==> src/rtl/exibe_sequencia.sv <==
// Plays a stored sequence of LED patterns: each item is fetched from an external
// synchronous ROM, lit for TEMPO_ON cycles, then blanked for TEMPO_OFF cycles.
module exibe_sequencia #(
    parameter int TEMPO_ON  = 500,
    parameter int TEMPO_OFF = 250
) (
    input  logic       clock,
    input  logic       reset,
    input  logic       iniciar,
    input  logic [3:0] limite,
    input  logic [3:0] dado,
    output logic [3:0] endereco,
    output logic [3:0] leds,
    output logic       ocupado,
    output logic       pronto,
    output logic [3:0] db_estado
);

    localparam int TEMPO_MAX = (TEMPO_ON > TEMPO_OFF) ? TEMPO_ON : TEMPO_OFF;
    localparam int CW        = $clog2(TEMPO_MAX + 1);

    localparam logic [CW-1:0] ULTIMO_CARREGA = CW'(1);
    localparam logic [CW-1:0] ULTIMO_ON      = CW'(TEMPO_ON - 1);
    localparam logic [CW-1:0] ULTIMO_OFF     = CW'(TEMPO_OFF - 1);

    typedef enum logic [3:0] {
        OCIOSO  = 4'd0,
        CARREGA = 4'd1,
        ACENDE  = 4'd2,
        APAGA   = 4'd3,
        FIM     = 4'd4
    } estado_t;

    estado_t       estado;
    logic [3:0]    reg_limite;
    logic [3:0]    reg_leds;
    logic [CW-1:0] contador;

    // NOTE: all sequential state is updated with non-blocking assignments so every
    // branch below sees the pre-edge values, regardless of statement order.
    always_ff @(posedge clock) begin
        if (reset) begin
            estado     <= OCIOSO;
            endereco   <= 4'd0;
            reg_limite <= 4'd0;
            reg_leds   <= 4'd0;
            contador   <= '0;
            ocupado    <= 1'b0;
            pronto     <= 1'b0;
        end else begin
            case (estado)
                OCIOSO: begin
                    contador <= '0;
                    pronto   <= 1'b0;
                    ocupado  <= 1'b0;
                    if (iniciar) begin
                        reg_limite <= limite;
                        endereco   <= 4'd0;
                        ocupado    <= 1'b1;
                        estado     <= CARREGA;
                    end
                end

                // Two cycles here cover the ROM's one-cycle read latency.
                CARREGA: begin
                    if (contador == ULTIMO_CARREGA) begin
                        reg_leds <= dado;
                        contador <= '0;
                        estado   <= ACENDE;
                    end else begin
                        contador <= contador + 1'b1;
                    end
                end

                ACENDE: begin
                    if (contador == ULTIMO_ON) begin
                        contador <= '0;
                        estado   <= APAGA;
                    end else begin
                        contador <= contador + 1'b1;
                    end
                end

                APAGA: begin
                    if (contador == ULTIMO_OFF) begin
                        contador <= '0;
                        if (endereco == reg_limite) begin
                            ocupado <= 1'b0;
                            pronto  <= 1'b1;
                            estado  <= FIM;
                        end else begin
                            endereco <= endereco + 4'd1;
                            estado   <= CARREGA;
                        end
                    end else begin
                        contador <= contador + 1'b1;
                    end
                end

                FIM: begin
                    pronto   <= 1'b0;
                    contador <= '0;
                    estado   <= OCIOSO;
                end

                default: begin
                    contador <= '0;
                    ocupado  <= 1'b0;
                    pronto   <= 1'b0;
                    estado   <= OCIOSO;
                end
            endcase
        end
    end

    // LEDs are dark everywhere except while the fetched item is being shown.
    assign leds      = (estado == ACENDE) ? reg_leds : 4'd0;
    assign db_estado = estado;

endmodule

==> config.mk <==
export PLATFORM = sky130hd
export DESIGN_NAME = exibe_sequencia
export DESIGN_NICKNAME = d
export VERILOG_FILES = /design/src/rtl/exibe_sequencia.sv
export SDC_FILE = /design/constraint.sdc
export NUM_CORES = 1
export LEC_CHECK = 0
export CORE_ASPECT_RATIO = 1.1
export CORE_MARGIN = 1.5
export CORE_UTILIZATION = 46
export CTS_CLUSTER_DIAMETER = 200
export DETAILED_ROUTE_END_ITERATION = 16
export GPL_TIMING_DRIVEN = 0
export PLACE_DENSITY = 0.75
export SLEW_MARGIN = 0
export SYNTH_ARGS = -nofsm -noshare
export SYNTH_HDL_FRONTEND = slang
export SYNTH_SLANG_ARGS = --single-unit
export TNS_END_PERCENT = 1
==> constraint.sdc <==
create_clock -name clock -period 1.6 [get_ports clock]
set_input_delay 0.32 -clock clock [delete_from_list [all_inputs] [get_ports clock]]
set_output_delay 0.32 -clock clock [all_outputs]
set_load 0.02 [all_outputs]
# [Word level (Yosys, flattened, before mapping)]
# Cells that the tools add are included.
# Widths: inputs -> output; s select.
[totals] regBits=27 wordCells=57 output_inout_bits=14 in_bits=11
[classes] eq_ne=14 reduce_logical=10 muxes=22 bitwise_logic=2 addsub=2
[ops] operator="$mux 4" n=8
[ops] operator="$mux 9" n=3
[ops] operator="$pmux 9 s3" n=1
[ops] operator="$pmux 4 s4" n=1
[ops] operator="$ne 2x2->1 const B" n=6
[ops] operator="$add 9x1->9 const B" n=1
[ops] operator="$eq 9x1->1 const B" n=1
[ops] operator="$eq 9x8->1 const B" n=1
[ops] operator="$eq 9x9->1 const B" n=1
[ops] operator="$eq 4x2->1 const B" n=2
[ops] operator="$pmux 4 s2" n=1
[ops] operator="$reduce_and 4->1" n=2
[ops] operator="$reduce_and 3->1" n=2
[ops] operator="$mux 1" n=5
[ops] operator="$add 4x1->4 const B" n=1
[ops] operator="$eq 4x1->1 const B" n=1
[ops] operator="$eq 4x3->1 const B" n=1
[ops] operator="$eq 4x4->1" n=1
[ops] operator="$logic_not 4->1" n=1
[ops] operator="$reduce_and 2->1" n=2
[ops] operator="$mux 3" n=1
[ops] operator="$pmux 1 s3" n=1
[ops] operator="$reduce_or 3->1" n=1
[ops] operator="$not 1->1" n=2
[ops] operator="other kinds (3)" n=3

# [Logic depth before layout (Yosys ltp)]
[depth] ltp_word=4 mapped_depth=6 mapped_depth_nobuf=6

# [Worst setup path before layout]
# No wires, ideal clock.
[synth_path] kind="reg-to-reg" from="register estado[1], in the netlist db_estado[1]" to="register endereco[0]" path_buffers=1 setup_ns=0.074 synth_period_minus_slack_ns=1.676 t_arrival_ns=1.602 t_required_ns=1.526 slack_ns=-0.076 stages_incl_launch_ff=6 cell_sequence="dfxtp_1 buf_2 nand3b_1 or3_1 or4_1 o21ai_0"
[synth_between] elab_chain_cells=3 word_cells_on_any_way=8 classes_between="eq/ne: 4; mux: 1; reduce/logical: 3"
[synth_rtl] item="from (decl)" line="34" source="estado_t estado;"
[synth_rtl] item="from (signal assigned)" line="43" source="estado <= OCIOSO;"
[synth_rtl] item="from (signal assigned)" line="60" source="estado <= CARREGA;"
[synth_rtl] item="from (signal assigned)" line="69" source="estado <= ACENDE;"
[synth_rtl] item="$eq 4x2->1 / $logic_not 4->1 (equally long branches)" line="51" source="case (estado)"
[synth_rtl] item="$ne 2x2->1 (no line) / $reduce_bool 2->1 (equally long branches)"
[synth_rtl] item="$reduce_and 4->1 (no line)"
[synth_rtl] item="to (signal assigned)" line="92" source="endereco <= endereco + 4'd1;"
[synth_rtl] item="to (decl)" line="12" source="output logic [3:0] endereco,"
# Several ways; a longest one is shown, not always the timed one.
# A chain may end at the register's enable or synchronous reset.

# [Final worst setup path]
[layout_path] from="register estado[2], in the netlist db_estado[2]" to="output port leds[1]"
[layout_between] elab_chain_cells=2
[layout_rtl] item="$eq 4x2->1" line="117" source="assign leds = (estado == ACENDE) ? reg_leds : 4'd0;"
[layout_rtl] item="$mux 4" line="117"
[layout_rtl] item="to (decl)" line="13" source="output logic [3:0] leds,"
# No other way between the ends.

==> impl_metrics.csv <==
group,metric,value,unit
status,outcome,"complete, but fails checks",
status,violations,"setup timing",
clocking,root_buffer,"clkbuf_4",
yosys,syn_area,1340,µm²
yosys,synth_top_family_by_area,"simple AND/OR/NAND/NOR gates",
place,dp_hpwl,2160,µm
timing,slew_violations,0,
clocking,cts_tree,"built",
power,powerDensity,852,nW/µm²
worst_setup_path,r2r_slack,-0.04,ns
detailed_routing,firstDrtPassIters,4,
yosys,synthTopCellsByCount,"dfxtp_1 (26), nor2_1 (26), xnor2_1 (11)",
timing,rsz0062_at_grt,"true",
yosys,synthesis.nets,162,
yosys,ys.flop_type,"dfxtp_1",
yosys,synthSimpleGateAreaFrac,0.286,
yosys,synth-compound-area-share,0.122,
grt,antenna_found_initial,0,
detailed_routing,met1_length,1320,µm
worst_setup_path,critical_path_depth,3,
worst_setup_path,cp.arrival,1.40,ns
timing,final.setup.tns,-0.620,ns
layout,fin_cells,211,
clocking,cts.clk_slew.worst_paths,0.15,ns
grt,grt_usage,0.208,
clocking,clk-insertion-delay-late,0.33,ns
timing,hold_viol_final,0,
worst_setup_path,cpPeakStageDelay,0.43,ns
timing,worst_pin_slew,0.604,ns
yosys,avgSynthCellArea,9.06,µm²
clocking,cts_made_buffers,3,
grt,grt_start_max_net_pins,14,
detailed_routing,wirelength,3040,µm
worst_setup_path,path_cells,"nor3b_4, and2_4, buf_6",
die,rows,20,
detailed_routing,viasPerCell,5.73,
worst_setup_path,crit_slowest_cell,"dfxtp_2",
die,die_x,54.5,µm
timing,fin_ws,-0.122,ns
place,place.gp.congestion,0.850,
detailed_routing,antenna_left,0,
worst_setup_path,critical_path.top_delay_family,"simple AND/OR/NAND/NOR gates",
place,numPortBuffers,22,
timing,finClkSkew,0.0114,ns
yosys,synth-warning-count,0,
grt,grt_pass1_vias,1162,
worst_setup_path,endpoint_kind,"output pin",
worst_setup_path,critPathLaunchType,"flop",
worst_setup_path,crit_start,"db_estado[2]",
timing,worst_hold_slack,0.409,ns
timing,setup_viol,16,
detailed_routing,highest_layer,"met4",
detailed_routing,drt-wirelength-per-cell,14.4,µm
clocking,cts_max_level,1,
die,io_pins,25,
detailed_routing,vias,1210,
worst_setup_path,worstReg2RegStart,"contador[1]",
timing,post-route-period-util,1.08,
layout,finish.net_count,194,
power,leakagePower,0.000713,µW
clocking,clock-sinks,26,
worst_hold_path,hp-start,"reset",
clocking,clk_path_buf_depth,2,
yosys,yosys-top-cells-area,"dfxtp_1 (39%), nor2_1 (7.3%), xnor2_1 (7.2%)",
worst_setup_path,path_buf_inv,1,
yosys,synth_largest_area_cell,"dfxtp_1",
worst_setup_path,critPathKind,"reg -> out",
yosys,synthXorXnorAreaFrac,0.0784,
layout,utilization,0.636,
worst_setup_path,crit_required,1.28,ns
yosys,synthAdderAreaFrac,0.0280,
yosys,synth_cell_types,43,
place,placed_cell_area,1620,µm²
worst_setup_path,reg2regPathDepth,6,
worst_setup_path,critical_path_peak_fanout,10,
yosys,ys_async_sr_fraction,0,
timing,max_clock_freq,581,MHz
detailed_routing,drt_iter0_drc,29,
timing,maxSlewHeadroom,0.595,
yosys,synth_edf_count,0,
worst_setup_path,crit_end,"leds[1]",
layout,synthToLayoutAreaGrowth,31.8,%
detailed_routing,dr_wl_met3,142,µm
die,fp.coreArea,2780,µm²
flow_run,maxCapViolations,0,
worst_hold_path,hp-class,"in -> reg",
detailed_routing,drc,0,
die,die_area,3250,µm²
yosys,ys_ff_latch,26,
power,vdd_drop_max,0.000670,V
worst_setup_path,reg2reg_to,"endereco[0]",
die,start_util,0.483,
timing,period_minus_slack,1.72,ns
place,dp.cells,203,
yosys,netlist_instances,148,
yosys,yosysTopAreaCellShare,0.388,
die,fp.dieH,59.6,µm
layout,n_antenna_cell,0,
yosys,synthMuxAreaShare,0.0597,
detailed_routing,dr_wl_met2,1540,µm
grt,grt.overflow.total,0,
layout,final_area,1770,µm²
layout,drive_gt1_frac,0.225,
yosys,seq_area_frac_synth,0.388,
grt,grt_pass1_wl,5000,µm
[sequential cells by signal, summed over array words and instances, names as in the netlist]
signal / flops
reg_limite: 4
pronto: 1
db_estado: 3
ocupado: 1
reg_leds: 4
contador: 9
endereco: 4
[layout make-up]
type | instances | area, µm²
clock buffers | 3 | 22.5
repair buffers | 28 | 259
multi-input cells | 112 | 865
fillers | 239 | 1010
plain buffers | 6 | 38.8
flip-flops and latches | 26 | 531
inverters | 3 | 11.3
well taps | 33 | 41.3
[where the power goes]
| group | switching [µW] | internal [µW] |
|---|---|---|
| Combinational | 246 | 253 |
| Sequential | 28.2 | 691 |
| Clock | 201 | 88.5 |
| Total | 475 | 1030 |
[cell usage in the layout, fill, tap and decap left out, drive strengths merged, types with 4 or more instances in the layout]
master / n
a21boi: 4
clkdlybuf4s50: 9
clkbuf: 4
nor3b: 4
and2: 4
buf: 15
xnor2: 11
nand3: 5
mux2i: 8
nand4: 4
nor3: 5
nor2: 26
dfxtp: 26
dlygate4sd2: 7
[cells by family after synthesis]
| logic type | Yosys count |
|---|---|
| flops | 26 |
| mux | 8 |
| xor+xnor | 12 |
| other cells | 1 |
| buf+inv | 10 |
| simple gates | 67 |
| compound gates | 21 |
| fa+ha+maj | 3 |
[routing by layer]
metal | global-route usage | vias up
met3 | 0.0278 | 8
met1 | 0.264 | 570
met5 | 0 | -
met4 | 0.0857 | 0
met2 | 0.349 | 45
li1 | - | 587
[repair_timing]
item / 4_1_cts / 5_1_grt
pin swaps: 5 / 5
buffers inserted: 1 / 5
endpoints found under the hold margin: 0 / 0
hold buffers: 0 / 0
gates resized for setup: 41 / 12
endpoints found under the setup margin: 37 / 28
[stage by stage]
step	worst slack [ns]	total power, µW
after floorplan	-0.0247	1010
after global placement	-0.451	1110
after detailed placement	-0.488	1120
after CTS	-0.129	1430
after global routing	-0.161	1580
final	-0.122	1510
[worst min path at each step]
| stage | slack, ns | cells past startpoint | end |
|---|---|---|---|
| 6_report | 0.41 | 2 | db_estado[2] |
| 5_1_grt | 0.46 | 2 | db_estado[2] |
| 4_1_cts | 0.40 | 2 | db_estado[2] |
| 3_5_place_dp | 0.45 | 1 | contador[0] |
| 3_3_place_gp | 0.44 | 1 | contador[0] |
| 2_1_floorplan | 0.42 | 1 | contador[0] |
[worst register-to-register path, delay by kind of cell (launching register included)]
family	cells	cell delay [ns]
fa+ha+maj	1	0.15
buf+inv	1	0.08
compound gates	1	0.07
flops	1	0.36
simple gates	3	0.93
Note: power is estimated with default switching activity, not from simulation.
